## config.mk

```make
export PLATFORM = sky130hd
export DESIGN_NAME = icache_assoc_flat
export DESIGN_NICKNAME = d
export VERILOG_FILES = /design/src/rtl/cpu_types_pkg.sv /design/src/rtl/caches_if.sv /design/src/rtl/datapath_cache_if.sv /design/src/rtl/icache_lru.sv /design/src/rtl/icache_assoc.sv /design/src/flat_wrapper.sv
export SDC_FILE = /design/constraint.sdc
export NUM_CORES = 2
export LEC_CHECK = 0
export CAP_MARGIN = 20
export CELL_PAD_IN_SITES_DETAIL_PLACEMENT = 1
export CELL_PAD_IN_SITES_GLOBAL_PLACEMENT = 2
export CORE_UTILIZATION = 30
export DETAILED_ROUTE_END_ITERATION = 16
export GPL_ROUTABILITY_DRIVEN = 0
export PLACE_DENSITY_LB_ADDON = 0.1
export SKIP_LAST_GASP = 1
export SYNTH_ARGS = -nofsm -noshare
export SYNTH_HDL_FRONTEND = slang
export SYNTH_SLANG_ARGS = --single-unit
```

## constraint.sdc

```tcl
create_clock -name CLK -period 33.1 [get_ports CLK]
set_input_delay 3.31 -clock CLK [delete_from_list [all_inputs] [get_ports CLK]]
set_output_delay 3.31 -clock CLK [all_outputs]
set_load 0.05 [all_outputs]
```

## src/rtl/cpu_types_pkg.sv

```systemverilog
// Shared CPU types: machine word and the instruction-cache controller states.
// Latency: none (type definitions only).
// Backpressure: not applicable.
package cpu_types_pkg;
  typedef logic [31:0] word_t;

  typedef enum logic {
    CHECK = 1'b0,
    FILL  = 1'b1
  } icache_state_t;
endpackage

```

## src/rtl/caches_if.sv

```systemverilog
// Cache <-> memory-control interface (instruction side only).
// Latency: none; plain wires.
// Backpressure: memory stalls a read by holding iwait high.
//   icache modport: iREN, iaddr out; iwait, iload in
interface caches_if;
  import cpu_types_pkg::*;

  logic  iREN;
  word_t iaddr;
  logic  iwait;
  word_t iload;

  modport icache (output iREN, iaddr, input iwait, iload);
  modport mem    (input iREN, iaddr, output iwait, iload);
endinterface

```

## src/rtl/datapath_cache_if.sv

```systemverilog
// Datapath <-> cache interface (instruction side only).
// Latency: none; plain wires.
// Backpressure: the cache holds ihit low until the requested word is present.
//   icache modport: imemREN, imemaddr in; ihit, imemload out
interface datapath_cache_if;
  import cpu_types_pkg::*;

  logic  imemREN;
  word_t imemaddr;
  logic  ihit;
  word_t imemload;

  modport icache (input imemREN, imemaddr, output ihit, imemload);
  modport dp     (output imemREN, imemaddr, input ihit, imemload);
endinterface

```

## src/rtl/icache_lru.sv

```systemverilog
// LRU age update and victim selection for one cache set.
// Latency: purely combinational.
// Backpressure: none.
//   ages/valid: the set's age vector and valid bits; touch: way to make MRU
//   ages_nxt: ages after the touch; victim: first invalid way, else the oldest way
module icache_lru #(
  parameter int WAYS  = 2,
  parameter int AGE_W = 1,
  parameter int WAY_W = 1
) (
  input  logic [WAYS-1:0][AGE_W-1:0] ages,
  input  logic [WAYS-1:0]            valid,
  input  logic [WAY_W-1:0]           touch,
  output logic [WAYS-1:0][AGE_W-1:0] ages_nxt,
  output logic [WAY_W-1:0]           victim
);
  always_comb begin
    ages_nxt = ages;
    victim   = '0;
    for (int w = WAYS - 1; w >= 0; w--) begin
      if (ages[w] == AGE_W'(WAYS - 1)) victim = WAY_W'(w);
    end
    // Scanning downwards lets the lowest-numbered invalid way win over the oldest.
    for (int w = WAYS - 1; w >= 0; w--) begin
      if (!valid[w]) victim = WAY_W'(w);
    end
    // Only ways younger than the touched one age, so the ages stay a permutation.
    for (int w = 0; w < WAYS; w++) begin
      if (WAY_W'(w) == touch)         ages_nxt[w] = '0;
      else if (ages[w] < ages[touch]) ages_nxt[w] = ages[w] + AGE_W'(1);
    end
  end
endmodule

```

## src/rtl/icache_assoc.sv

```systemverilog
// Set-associative instruction cache with LRU replacement, multi-word refill and flush.
// Latency: hits combinational; a miss costs WORDS fill cycles plus any iwait cycles.
// Backpressure: ihit stays low while filling; the fill advances only when iwait=0.
//   CLK/RST: clock, async active-high reset; dcif: fetch port; ciif: memory port
//   iflush: invalidate all lines; hit_count/miss_count: wrapping hit-cycle/refill counters
module icache_assoc
  import cpu_types_pkg::*;
#(
  parameter int SETS  = 8,
  parameter int WAYS  = 2,
  parameter int WORDS = 2
) (
  input  logic             CLK,
  input  logic             RST,
  datapath_cache_if.icache dcif,
  caches_if.icache         ciif,
  input  logic             iflush,
  output word_t            hit_count,
  output word_t            miss_count
);
  localparam int OFF_W = $clog2(WORDS);
  localparam int IDX_W = $clog2(SETS);
  localparam int TAG_W = 30 - OFF_W - IDX_W;
  localparam int AGE_W = (WAYS > 1) ? $clog2(WAYS) : 1;
  localparam int WAY_W = AGE_W;
  localparam int K_W   = (WORDS > 1) ? OFF_W : 1;

  // bofs holds word offset plus the ignored byte offset.
  typedef struct packed {
    logic [TAG_W-1:0] tag;
    logic [IDX_W-1:0] idx;
    logic [OFF_W+1:0] bofs;
  } addr_t;

  // Valid bits live in their own reset array; the frame carries tag and data.
  typedef struct packed {
    logic [TAG_W-1:0]  tag;
    word_t [WORDS-1:0] data;
  } frame_t;

  icache_state_t                          state;
  logic [K_W-1:0]                         k;
  addr_t                                  base;
  logic [WAY_W-1:0]                       victim_q;
  logic                                   flush_pend;
  word_t [WORDS-1:0]                      lbuf;
  logic [SETS-1:0][WAYS-1:0]              valid_q;
  logic [SETS-1:0][WAYS-1:0][AGE_W-1:0]   ages_q;
  frame_t                                 frames_q [SETS][WAYS];

  addr_t                      req;
  logic [K_W-1:0]             wofs;
  logic [WAYS-1:0]            match;
  logic                       hit_any;
  logic [WAY_W-1:0]           hit_way;
  logic [IDX_W-1:0]           lru_idx;
  logic [WAY_W-1:0]           lru_touch;
  logic [WAYS-1:0][AGE_W-1:0] ages_nxt;
  logic [WAY_W-1:0]           victim;
  logic                       last;
  word_t [WORDS-1:0]          fill_data;
  frame_t                     hit_frame;

  assign req  = addr_t'(dcif.imemaddr);
  assign wofs = K_W'(req.bofs >> 2);
  assign last = (int'(k) == WORDS - 1);

  always_comb begin
    match   = '0;
    hit_way = '0;
    for (int w = 0; w < WAYS; w++) begin
      match[w] = valid_q[req.idx][w] && (frames_q[req.idx][w].tag == req.tag);
    end
    for (int w = WAYS - 1; w >= 0; w--) begin
      if (match[w]) hit_way = WAY_W'(w);
    end
  end

  assign hit_any   = |match;
  assign hit_frame = frames_q[req.idx][hit_way];

  assign dcif.ihit     = (state == CHECK) && dcif.imemREN && !iflush && hit_any;
  assign dcif.imemload = hit_frame.data[wofs];
  assign ciif.iREN     = (state == FILL);
  assign ciif.iaddr    = (state == FILL) ? (word_t'(base) | (word_t'(k) << 2)) : word_t'(req);

  // During FILL the LRU unit serves the latched set so the final touch hits the victim way.
  assign lru_idx   = (state == FILL) ? base.idx : req.idx;
  assign lru_touch = (state == FILL) ? victim_q : hit_way;

  icache_lru #(.WAYS(WAYS), .AGE_W(AGE_W), .WAY_W(WAY_W)) u_lru (
    .ages     (ages_q[lru_idx]),
    .valid    (valid_q[lru_idx]),
    .touch    (lru_touch),
    .ages_nxt (ages_nxt),
    .victim   (victim)
  );

  // The last word goes straight from iload into the line, bypassing the buffer.
  always_comb begin
    fill_data    = lbuf;
    fill_data[k] = ciif.iload;
  end

  always_ff @(posedge CLK or posedge RST) begin
    if (RST) begin
      state      <= CHECK;
      k          <= '0;
      base       <= '0;
      victim_q   <= '0;
      flush_pend <= 1'b0;
      lbuf       <= '0;
      valid_q    <= '0;
      hit_count  <= '0;
      miss_count <= '0;
      for (int s = 0; s < SETS; s++) begin
        for (int w = 0; w < WAYS; w++) ages_q[s][w] <= AGE_W'(w);
      end
    end else begin
      case (state)
        CHECK: begin
          if (iflush) begin
            valid_q <= '0;
          end else if (dcif.imemREN) begin
            if (hit_any) begin
              ages_q[req.idx] <= ages_nxt;
              hit_count       <= hit_count + 32'd1;
            end else begin
              base       <= '{tag: req.tag, idx: req.idx, bofs: '0};
              victim_q   <= victim;
              miss_count <= miss_count + 32'd1;
              k          <= '0;
              state      <= FILL;
            end
          end
        end
        FILL: begin
          if (iflush) flush_pend <= 1'b1;
          if (!ciif.iwait) begin
            lbuf[k] <= ciif.iload;
            if (last) begin
              state            <= CHECK;
              k                <= '0;
              flush_pend       <= 1'b0;
              ages_q[base.idx] <= ages_nxt;
              // A flush seen at any point of the fill also wipes the line just written.
              if (flush_pend || iflush) valid_q <= '0;
              else                      valid_q[base.idx][victim_q] <= 1'b1;
            end else begin
              k <= k + K_W'(1);
            end
          end
        end
      endcase
    end
  end

  // Tag/data storage needs no reset: nothing is visible without its valid bit.
  always_ff @(posedge CLK) begin
    if (state == FILL && !ciif.iwait && last)
      frames_q[base.idx][victim_q] <= '{tag: base.tag, data: fill_data};
  end
endmodule
```

## src/flat_wrapper.sv

```systemverilog
// flat-port wrapper written by rule: the top's interface ports become plain ports
module icache_assoc_flat import cpu_types_pkg::*;
#(
  parameter int SETS  = 8,
  parameter int WAYS  = 2,
  parameter int WORDS = 2
)
  (CLK, RST, iflush, hit_count, miss_count, dcif_imemREN, dcif_imemaddr, dcif_ihit, dcif_imemload, ciif_iREN, ciif_iaddr, ciif_iwait, ciif_iload);
  datapath_cache_if dcif_i ();
  caches_if ciif_i ();
  input  logic CLK;
  input  logic RST;
  input  logic iflush;
  output word_t hit_count;
  output word_t miss_count;
  input wire logic [$bits(dcif_i.imemREN)-1:0] dcif_imemREN;
  input wire logic [$bits(dcif_i.imemaddr)-1:0] dcif_imemaddr;
  output wire logic [$bits(dcif_i.ihit)-1:0] dcif_ihit;
  output wire logic [$bits(dcif_i.imemload)-1:0] dcif_imemload;
  output wire logic [$bits(ciif_i.iREN)-1:0] ciif_iREN;
  output wire logic [$bits(ciif_i.iaddr)-1:0] ciif_iaddr;
  input wire logic [$bits(ciif_i.iwait)-1:0] ciif_iwait;
  input wire logic [$bits(ciif_i.iload)-1:0] ciif_iload;
  assign dcif_i.imemREN = dcif_imemREN;
  assign dcif_i.imemaddr = dcif_imemaddr;
  assign dcif_ihit = dcif_i.ihit;
  assign dcif_imemload = dcif_i.imemload;
  assign ciif_iREN = ciif_i.iREN;
  assign ciif_iaddr = ciif_i.iaddr;
  assign ciif_i.iwait = ciif_iwait;
  assign ciif_i.iload = ciif_iload;
  icache_assoc #(.SETS(SETS), .WAYS(WAYS), .WORDS(WORDS)) u_core (.CLK(CLK), .RST(RST), .dcif(dcif_i), .ciif(ciif_i), .iflush(iflush), .hit_count(hit_count), .miss_count(miss_count));
endmodule
```

==> results.yml <==
run_status:
  status: "finished clean"
setup_path:
  ff2ff_setup_slack_ns: 28.30
  cp-end-kind: "output port"
  path_max_fanout: 76
  crit_required_ns: 29.79
  crit_arrival_ns: 9.80
  r2r_cells: 6
  cp-startpoint: "dcif_imemaddr[4]"
  start_kind: "input pin"
  path_class: "input pin to output port"
  timing.rr.start: "u_core.k$_DFFE_PP0P_"
  r2r_end: "u_core.frames_q[1][65]$_DFFE_PP_"
synthesis:
  synth_mux_area_share_pct: 18.6
  syn_avg_cell_area_um2: 19.7
  yosys.area_share.simple_pct: 3.56
  synth_nets: 3385
  ys_seq_area_share_pct: 73.5
  synth_fa_ha_area_share_pct: 0.0382
  yosysWarnings: 0
  synth_compound_area_share_pct: 1.38
  synth_xor_area_share_pct: 1.29
  synth_top_family_by_area: "multiplexers"
  syn_inst: 3314
  syn_area_um2: 65400
  synth_cell_types: 62
  synth-edff-count: 1440
  postSynth.asyncResetShare_pct: 11.8
  ys.flop_type: "edfxtp_1"
  synth_seq_cells: 1633
power:
  peakVddDrop_mv: 0.0565
  internal-power_uw: 4040
  power.density_nw_per_um2: 73.4
  leakagePower_uw: 0.0258
  power.share.sequential_pct: 49.7
  p_switching_uw: 1590
  power_frac_comb_pct: 15.3
  clkPwrFrac_pct: 35.0
  sw_frac_of_total_pct: 28.3
clocking:
  cts_num_sinks: 1633
  post_cts_buffers: 0
  cts_hold_buf: 0
  clkSlewWorstSetupHoldPaths_ns: 0.05
  cts_buffers: 182
  clock_path_buffers: 3
  htreeDepth: 4
  cts-root-buf: "clkbuf_16"
  cts_resized: 0
  clk_latency_ns: 0.83
  cts_tree: "done"
routing:
  drtAntennaViolNets: 0
  num_vias: 32745
  routedWlPerCell_um: 29.3
  via_per_inst: 4.96
  wirelength_um: 194000
  drc: 0
  first_pass_iters: 7
  drtIter0Drc: 2155
sta:
  fin_crit_ns: 13.11
  tightest_slew_ns: 1.24
  rsz0062_at_grt: "no"
  fmax_ghz: 0.0763
  fin_setup_tns_ns: 0
  skew_ns: 0.0282
  setup_viol: 0
  fin_crit_sh_pct: 39.6
  hold_viol: 0
  drv_slew: 0
  max_slew_margin_pct: 17.1
global_route:
  grt_usage_pct: 17.7
  grt_max_degree: 112
  grt_pass1_wl_um: 276000
  grt_overflow: 0
  grt_pass1_vias: 36429
  antenna_found_initial: 12
final_layout:
  fin_cells: 6601
  mostFrequentLayoutCells: "edfxtp_1, mux4_2, nand2_1, mux2i_1, clkdlybuf4s50_1"
  fin_area_um2: 76700
  fin_nets: 3657
  area_delta_synth_final_pct: 17.3
  layout-drive-gt1-share_pct: 23.4
  layout_commonest_cell: "edfxtp_1"
placement:
  hpwl_um: 101000
  placed_area_um2: 70800
  placedCellCount: 6254
  port_buffers: 198
die:
  ios: 199
  die_area_um2: 220000
  initial_core_util_pct: 30.2
  placement_rows: 171
  coreArea_um2: 217000
  fp.dieW_um: 469
  dieHeight_um: 469
hold_path:
  hp-class: "register to register"
  hold-path-endpoint: "u_core.lbuf[63]$_DFFE_PP0P_"
  hp-start: "u_core.lbuf[63]$_DFFE_PP0P_"
  hold_depth: 2
job:
  drv_cap: 0
[kinds of logic after synthesis]
| kind of cell | after synthesis |
|---|---|
| AOI/OAI and AO/OA | 132 |
| xor gates and xnor gates | 96 |
| adders and majority gates | 2 |
| buffers and inverters | 220 |
| DFF | 1633 |
| muxes | 744 |
| and+or+nand+nor | 487 |
[synthesized netlist by cell type, drive strengths merged, types with 2 or more instances]
master / instances / area [um2]
nor2b: 7 / 43.8
nor4bb: 3 / 30.0
mux4: 356 / 8050
a22o: 14 / 123
nor4: 9 / 56.3
o22a: 3 / 26.3
or3b: 2 / 17.5
edfxtp: 1440 / 43200
xnor2: 61 / 534
o2111ai: 5 / 43.8
nor3b: 2 / 15.0
a21oi: 34 / 170
or3: 6 / 37.5
mux2: 151 / 1700
or2: 3 / 18.8
nand2: 241 / 905
a21boi: 2 / 15.0
dlygate4sd1: 10 / 87.6
dfrtp: 185 / 4630
and3: 33 / 206
ha: 2 / 25.0
a21bo: 3 / 30.0
and4b: 3 / 30.0
a2bb2oi: 2 / 23.8
a31o: 5 / 43.8
o21ai: 21 / 109
o22ai: 10 / 62.6
buf: 87 / 561
mux2i: 237 / 2390
clkbuf: 73 / 274
a22oi: 24 / 180
o211ai: 4 / 30.0
xor2: 35 / 307
nand4: 48 / 300
nand3: 30 / 150
nand2b: 8 / 50.1
inv: 50 / 188
and2: 10 / 62.6
and4: 8 / 70.1
nand3b: 5 / 37.5
nor2: 54 / 205
a221oi: 2 / 17.5
dfstp: 8 / 210
nor3: 11 / 55.1
and3b: 4 / 35.0
[how the worst max path moves through the flow]
stage,endpoint,slack (ns),cells past startpoint
2_1_floorplan,u_core.frames_q[0][100]$_DFFE_PP_,19.76,5
3_3_place_gp,dcif_imemload[12],19.65,13
3_5_place_dp,dcif_imemload[9],19.50,13
4_1_cts,dcif_imemload[9],19.50,13
5_1_grt,dcif_imemload[12],19.49,13
6_report,dcif_imemload[9],19.99,13
[final cells by class]
class	instances	area [um2]
sequential	1633	48100
inverter	50	195
clock buffer	249	5060
antenna	3	7.51
clock inverter	93	771
timing repair buffer	258	2630
fill	21258	140000
multi-input combinational	1461	16400
tap	2854	3570
[power groups by stage]
stage	logic (uW)	clock network (uW)	registers, uW
CTS	880	2030	2800
detailed placement	878	0	2840
finish	862	1970	2800
floorplan	549	0	2770
global route	932	2100	2820
global placement	845	0	2820
[routing by layer]
metal  track usage [%]  wire length [um]  vias to the layer above  part of all wire, %
li1                  -                 -                    13913                    -
met5                 0                13                        -               0.0067
met3              2.34              6130                      229                  3.2
met1              24.6             89500                    18025                   46
met4              4.02              3360                        2                  1.7
met2              29.6             94600                      576                   49
[state kept, by name, summed over array words and instances, names as in the netlist]
register	flops
u_core.ages_q	16
u_core.base	29
u_core.ciif.iREN	1
u_core.flush_pend	1
u_core.frames_q	1440
u_core.hit_count	32
u_core.k	1
u_core.lbuf	64
u_core.miss_count	32
u_core.valid_q	16
u_core.victim_q	1
[critical path, cell delays in order]
cell and delay [ns]:
buf_8 0.53, buf_4 0.86, buf_4 0.88, mux4_2 0.42
mux2i_1 0.34, o211ai_1 0.15, nor4_1 0.30, nand4_1 0.27
nand2b_4 0.45, buf_4 0.64, mux4_2 0.59, inv_1 0.07
clkdlybuf4s50_1 0.80
[through the flow]
step	hold WS, ns	setup slack, ns	total power, uW	utilization [%]
2_1_floorplan	0.440	19.76	3320	-
3_3_place_gp	0.451	19.65	3670	32.6
3_5_place_dp	0.459	19.50	3720	32.6
4_1_cts	0.473	19.50	5710	35.3
5_1_grt	0.495	19.49	5850	35.4
6_report	0.469	19.99	5630	35.4
No activity file was read; power rests on OpenSTA's default activity.
